==> src/rtl/clarvi_mem_arbiter_pkg.sv <==
// ============================================================================
// Module : clarvi_mem_arbiter_pkg
// Brief  : Shared types for the Clarvi memory arbiter and its ID FIFO.
// Rev    : 1.0
// ============================================================================
`default_nettype none

package clarvi_mem_arbiter_pkg;

    typedef enum logic {
        REQ_INSTR = 1'b0,
        REQ_MAIN  = 1'b1
    } mem_requester_t;

    typedef enum logic [1:0] {
        ARB_IDLE       = 2'd0,
        ARB_HOLD_INSTR = 2'd1,
        ARB_HOLD_MAIN  = 2'd2
    } arb_state_t;

endpackage

`default_nettype wire

==> src/rtl/clarvi_id_fifo.sv <==
// ============================================================================
// Module : clarvi_id_fifo
// Brief  : DEPTH-entry FIFO of requester IDs with same-cycle push and pop.
// Rev    : 1.0
// ============================================================================
`default_nettype none

module clarvi_id_fifo
    import clarvi_mem_arbiter_pkg::*;
#(
    parameter int DEPTH = 4
) (
    input  logic           clock,
    input  logic           reset_n,
    input  logic           i_push,
    input  logic           i_pop,
    input  mem_requester_t i_id,
    output mem_requester_t o_head,
    output logic           o_full,
    output logic           o_empty
);

    localparam int PTR_W = $clog2(DEPTH);
    localparam logic [PTR_W:0] c_DEPTH = (PTR_W + 1)'(DEPTH);

    logic [DEPTH-1:0] r_mem;
    logic [PTR_W-1:0] r_wr_ptr;
    logic [PTR_W-1:0] r_rd_ptr;
    logic [PTR_W:0]   r_count;

    assign o_full  = (r_count == c_DEPTH);
    assign o_empty = (r_count == '0);
    assign o_head  = mem_requester_t'(r_mem[r_rd_ptr]);

    // Pointers wrap naturally because DEPTH is a power of two.
    always_ff @(posedge clock or negedge reset_n) begin
        if (!reset_n) begin
            r_mem    <= '0;
            r_wr_ptr <= '0;
            r_rd_ptr <= '0;
            r_count  <= '0;
        end else begin
            if (i_push) begin
                r_mem[r_wr_ptr] <= i_id;
                r_wr_ptr        <= r_wr_ptr + 1'b1;
            end
            if (i_pop) begin
                r_rd_ptr <= r_rd_ptr + 1'b1;
            end
            if (i_push && !i_pop) begin
                r_count <= r_count + 1'b1;
            end else if (i_pop && !i_push) begin
                r_count <= r_count - 1'b1;
            end
        end
    end

    a_no_overflow: assert property (@(posedge clock) disable iff (!reset_n)
        !(i_push && o_full && !i_pop));
    a_no_underflow: assert property (@(posedge clock) disable iff (!reset_n)
        !(i_pop && o_empty));

endmodule

`default_nettype wire

==> src/rtl/clarvi_mem_arbiter.sv <==
// ============================================================================
// Module : clarvi_mem_arbiter
// Brief  : Shares one pipelined Avalon-MM master between fetch and load/store.
// Rev    : 1.0
// ============================================================================
`default_nettype none

module clarvi_mem_arbiter
    import clarvi_mem_arbiter_pkg::*;
#(
    parameter int ADDR_W       = 30,
    parameter int DATA_W       = 32,
    parameter int MAX_PENDING  = 4,
    parameter int STARVE_LIMIT = 3
) (
    input  logic                clock,
    input  logic                reset_n,
    input  logic [ADDR_W-1:0]   instr_address,
    input  logic                instr_read,
    output logic                instr_waitrequest,
    output logic [DATA_W-1:0]   instr_readdata,
    output logic                instr_readdatavalid,
    input  logic [ADDR_W-1:0]   main_address,
    input  logic [DATA_W/8-1:0] main_byteenable,
    input  logic                main_read,
    input  logic                main_write,
    input  logic [DATA_W-1:0]   main_writedata,
    output logic                main_waitrequest,
    output logic [DATA_W-1:0]   main_readdata,
    output logic                main_readdatavalid,
    output logic [ADDR_W-1:0]   avm_address,
    output logic [DATA_W/8-1:0] avm_byteenable,
    output logic                avm_read,
    output logic                avm_write,
    output logic [DATA_W-1:0]   avm_writedata,
    input  logic                avm_waitrequest,
    input  logic [DATA_W-1:0]   avm_readdata,
    input  logic                avm_readdatavalid,
    output logic                orphan_response
);

    localparam int STREAK_W = $clog2(STARVE_LIMIT + 1);
    localparam logic [STREAK_W-1:0] c_STREAK_MAX = STREAK_W'(STARVE_LIMIT);

    arb_state_t          r_state;
    arb_state_t          w_state_nxt;
    logic [STREAK_W-1:0] r_streak;
    logic                r_orphan;

    mem_requester_t w_winner;
    mem_requester_t w_head;
    logic           w_has_grant;
    logic           w_main_req;
    logic           w_is_read;
    logic           w_issue;
    logic           w_accept;
    logic           w_push;
    logic           w_pop;
    logic           w_full;
    logic           w_empty;

    assign w_main_req = main_read || main_write;

    // Arbitration and next state. A HOLD state pins the winner until the slave takes the command.
    always_comb begin
        w_winner    = REQ_MAIN;
        w_has_grant = 1'b0;
        w_state_nxt = r_state;
        case (r_state)
            ARB_HOLD_INSTR: begin
                w_winner    = REQ_INSTR;
                w_has_grant = instr_read;
            end
            ARB_HOLD_MAIN: begin
                w_winner    = REQ_MAIN;
                w_has_grant = w_main_req;
            end
            default: begin
                if (instr_read && (!w_main_req || r_streak == c_STREAK_MAX)) begin
                    w_winner    = REQ_INSTR;
                    w_has_grant = 1'b1;
                end else if (w_main_req) begin
                    w_winner    = REQ_MAIN;
                    w_has_grant = 1'b1;
                end
            end
        endcase

        if (r_state == ARB_IDLE) begin
            if (w_issue && avm_waitrequest) begin
                w_state_nxt = (w_winner == REQ_INSTR) ? ARB_HOLD_INSTR : ARB_HOLD_MAIN;
            end
        end else if (!w_issue || !avm_waitrequest) begin
            w_state_nxt = ARB_IDLE;
        end
    end

    // A read needs a free ID slot; a beat popping this cycle frees one.
    assign w_is_read = (w_winner == REQ_INSTR) ? instr_read : main_read;
    assign w_pop     = avm_readdatavalid && !w_empty;
    assign w_issue   = reset_n && w_has_grant && (!w_is_read || !w_full || w_pop);
    assign w_accept  = w_issue && !avm_waitrequest;
    assign w_push    = w_accept && w_is_read;

    assign avm_read       = w_issue && w_is_read;
    assign avm_write      = w_issue && (w_winner == REQ_MAIN) && main_write;
    assign avm_address    = (w_winner == REQ_INSTR) ? instr_address : main_address;
    assign avm_byteenable = (w_winner == REQ_INSTR) ? '1 : main_byteenable;
    assign avm_writedata  = main_writedata;

    assign instr_waitrequest = !(w_accept && (w_winner == REQ_INSTR));
    assign main_waitrequest  = !(w_accept && (w_winner == REQ_MAIN));

    assign instr_readdata      = avm_readdata;
    assign main_readdata       = avm_readdata;
    assign instr_readdatavalid = w_pop && (w_head == REQ_INSTR);
    assign main_readdatavalid  = w_pop && (w_head == REQ_MAIN);
    assign orphan_response     = r_orphan;

    always_ff @(posedge clock or negedge reset_n) begin
        if (!reset_n) begin
            r_state  <= ARB_IDLE;
            r_streak <= '0;
            r_orphan <= 1'b0;
        end else begin
            r_state <= w_state_nxt;
            if (!instr_read || (w_accept && w_winner == REQ_INSTR)) begin
                r_streak <= '0;
            end else if (w_accept && r_streak != c_STREAK_MAX) begin
                r_streak <= r_streak + 1'b1;
            end
            if (avm_readdatavalid && w_empty) begin
                r_orphan <= 1'b1;
            end
        end
    end

    clarvi_id_fifo #(
        .DEPTH (MAX_PENDING)
    ) u_id_fifo (
        .clock   (clock),
        .reset_n (reset_n),
        .i_push  (w_push),
        .i_pop   (w_pop),
        .i_id    (w_winner),
        .o_head  (w_head),
        .o_full  (w_full),
        .o_empty (w_empty)
    );

    a_no_rw_together: assert property (@(posedge clock) disable iff (!reset_n)
        !(main_read && main_write));
    a_single_rdv: assert property (@(posedge clock) disable iff (!reset_n)
        !(instr_readdatavalid && main_readdatavalid));

endmodule

`default_nettype wire

==> config.mk <==
export PLATFORM = sky130hd
export DESIGN_NAME = clarvi_mem_arbiter
export DESIGN_NICKNAME = d
export VERILOG_FILES = /design/src/rtl/clarvi_mem_arbiter_pkg.sv /design/src/rtl/clarvi_id_fifo.sv /design/src/rtl/clarvi_mem_arbiter.sv
export SDC_FILE = /design/constraint.sdc
export NUM_CORES = 1
export LEC_CHECK = 0
export CAP_MARGIN = 15
export CORE_AREA = 2 2 107 109
export DETAILED_ROUTE_END_ITERATION = 10
export DIE_AREA = 0 0 109 111
export PLACE_DENSITY_LB_ADDON = 0.15
export SYNTH_ARGS = -nofsm -noshare
export SYNTH_HDL_FRONTEND = slang
export SYNTH_SLANG_ARGS = --single-unit
export TNS_END_PERCENT = 20
==> constraint.sdc <==
create_clock -name clock -period 4.2 [get_ports clock]
set_input_delay 0.63 -clock clock [delete_from_list [all_inputs] [get_ports clock]]
set_output_delay 0.63 -clock clock [all_outputs]
set_load 0.1 [all_outputs]
==> impl_metrics.yaml <==
die:
  core_um2: 11100
  rows: 39
  start_util: 0.197
  die_h_um: 111
  io_pins: 272
  dieArea_um2: 12100
  chipWidth_um: 109
setup_path:
  setup.worst_path.start: "r_state[0]"
  crit_end: "avm_address[8]"
  required_ps: 3570
  start_kind: "flip-flop"
  crit_fanout: 28
  crit_family: "buffers and inverters"
  path_common_cell: "buf_4"
  r2r-end: "u_id_fifo.r_count[2]"
  cp_cell_sequence: "inv_1, ha_1, or2_2, o2bb2ai_4, buf_4, mux2_2, buf_4"
  cp_num_buf_inv: 3
  end_kind: "primary output"
  cp.depth: 7
  cp_slowest_stage_delay_ps: 400
  regToRegStartpoint: "r_state[0]"
  reg2reg_slack_ps: 1220
  crit_type: "flip-flop to primary output"
  worstPathArrival_ps: 2670
  ff2ff_path_depth: 13
  slowest_stage: "dfrtp_1"
timing:
  clock_skew_ps: 2.23
  hold_slack_ps: 454
  slew_headroom: 0.356
  post-route-period-util: 0.786
  finalHoldViolCount: 0
  timing.final.crit_period_ps: 3300
  setup_viol: 0
  setup_tns_ps: 0
  worst_pin_slew_ps: 964
  fmax_ghz: 0.303
  rsz0062_at_grt: "no"
  finalMaxSlewViolations: 0
yosys:
  syn_inst: 238
  synth_area_leaders: "buf_4, dfrtp_1, mux2_2"
  synth.most_common_cell: "buf_4"
  synthAdderAreaFrac: 0.0609
  ys.flop_type: "dfrtp_1"
  synth-simple-area-share: 0.114
  synth.ff_latch_count: 16
  synthDistinctLibCells: 38
  avgSynthCellArea_um2: 9.15
  async_reset_ff_frac: 1.00
  yosysSeqAreaShare: 0.184
  synth_area_um2: 2180
  synth_edf_count: 0
  yosys.area.top_type: "buf_4"
  synthMuxAreaShare: 0.216
  netlist.area_leader.share: 0.331
  synth_compound_area_frac: 0.0454
  synth_top_family_by_area: "buffers and inverters"
  synthXorXnorAreaFrac: 0.0241
  synth_commonest_cells: "buf_4, mux2_2, dfrtp_1"
  synth_warnings: 0
  synth_fp_nets: 383
job:
  drv_cap: 0
layout:
  drive_gt1_frac: 0.358
  fin_util: 0.248
  nets: 400
  diodes: 0
  areaGrowthSynthToFinish_pct: 26.1
  instances_no_fill: 397
placement:
  place_congestion: 0.672
  io_buffers: 111
  place.detailed.hpwl_mm: 4.81
  placedCellCount: 393
route:
  wirelength_mm: 5.61
  via_per_inst: 3.77
  wl_per_cell_um: 14.1
  drtIter0Drc: 34
  drcViolationCount: 0
  final_antenna_net_count: 0
  num_vias: 1497
  dr.pass1.iters: 4
pwr:
  power_mw: 2.97
  ir_worst_vdd_v: 0.000557
  leakage_nw: 1.15
  cellPowerDensity_nw_per_um2: 1080
grt:
  antenna_found_initial: 0
  first_global_vias: 1624
  grt_max_degree: 29
  overflow: 0
  grt_pass1_wl_mm: 8.40
  grt_use_total: 0.0886
min_path:
  hold_path.class: "flip-flop to flip-flop"
clocking:
  cts.clk_slew.worst_paths_ps: 50
  cts_setup_buffers: 0
  hold_buffers: 0
  insertion_delay_ps: 250
  cts_root_buf: "clkbuf_16"
  cts_buffer_depth: 2
  tritoncts: "built"
  cts_buffers: 3
  clock-sinks: 16
  cts_resized: 0
  htree_levels: 1
status:
  status: "finished clean"
-- cell usage in the layout, fill, tap and decap left out, types with 2 or more instances in the layout --
cell	instances
ha_1	9
mux2_2	35
clkbuf_16	3
inv_1	7
clkdlybuf4s50_1	71
xor2_1	3
buf_4	43
dfrtp_1	16
nor2_1	9
nand2_1	13
nor2b_1	2
xnor2_1	3
nand2b_1	11
mux2i_1	2
o22ai_1	2
-- sequential cells by signal, indices dropped and copies added, names as in the netlist --
signal,cells
u_id_fifo.r_count,3
u_id_fifo.r_rd_ptr,2
u_id_fifo.r_wr_ptr,2
r_streak,2
r_state,2
orphan_response,1
u_id_fifo.r_mem,4
-- per-layer routing --
metal  wire length, um  up-vias  track usage
met5                 0        -            0
met4               315        0       0.0556
li1                  -      720            -
met3               418       40       0.0200
met1              2030      672       0.0930
met2              2840       65        0.156
-- kinds of logic (layout without fill, tap and decap cells) --
| kind of cell | Yosys count | in the layout |
|---|---|---|
| buffers and inverters | 109 | 125 |
| multiplexers | 40 | 40 |
| XOR/XNOR | 6 | 6 |
| flip-flops | 16 | 16 |
| AO/OA/AOI/OAI | 12 | 12 |
| adder cells (fa/ha/maj) | 10 | 10 |
| AND/OR/NAND/NOR | 45 | 45 |
-- worst min-delay path by stage --
stage                                from  cells past startpoint         endpoint
after floorplan                   reset_n                      0  orphan_response
after global placement    orphan_response                      1  orphan_response
after detailed placement  orphan_response                      1  orphan_response
after CTS                 orphan_response                      1  orphan_response
after global routing      orphan_response                      1  orphan_response
final                     orphan_response                      1  orphan_response
-- power breakdown --
| part | internal (mW) | leakage [nW] | switching (mW) | total [mW] |
|---|---|---|---|---|
| Clock | 0.145 | 0.0442 | 0.0613 | 0.206 |
| Sequential | 0.228 | 0.192 | 0.0649 | 0.293 |
| Combinational | 0.696 | 0.914 | 1.78 | 2.48 |
| Total | 1.07 | 1.15 | 1.91 | 2.97 |
-- per-stage QoR --
| step | instance area [um2] | worst slack [ps] |
|---|---|---|
| floorplan | 2180 | 69.1 |
| global placement | 2660 | 886 |
| detailed placement | 2660 | 884 |
| global route | 2750 | 737 |
| finish | 2750 | 899 |
| CTS | 2750 | 851 |
-- area by class of cell --
class                      instances  area, um2
sequential                        16        400
multi-input combinational        113       1020
tap                              143        179
inverter                           7       26.3
fill                            1202       8330
timing repair buffer             114       1030
clock buffer                       4       88.8
No activity file was read; power rests on OpenSTA's default activity.
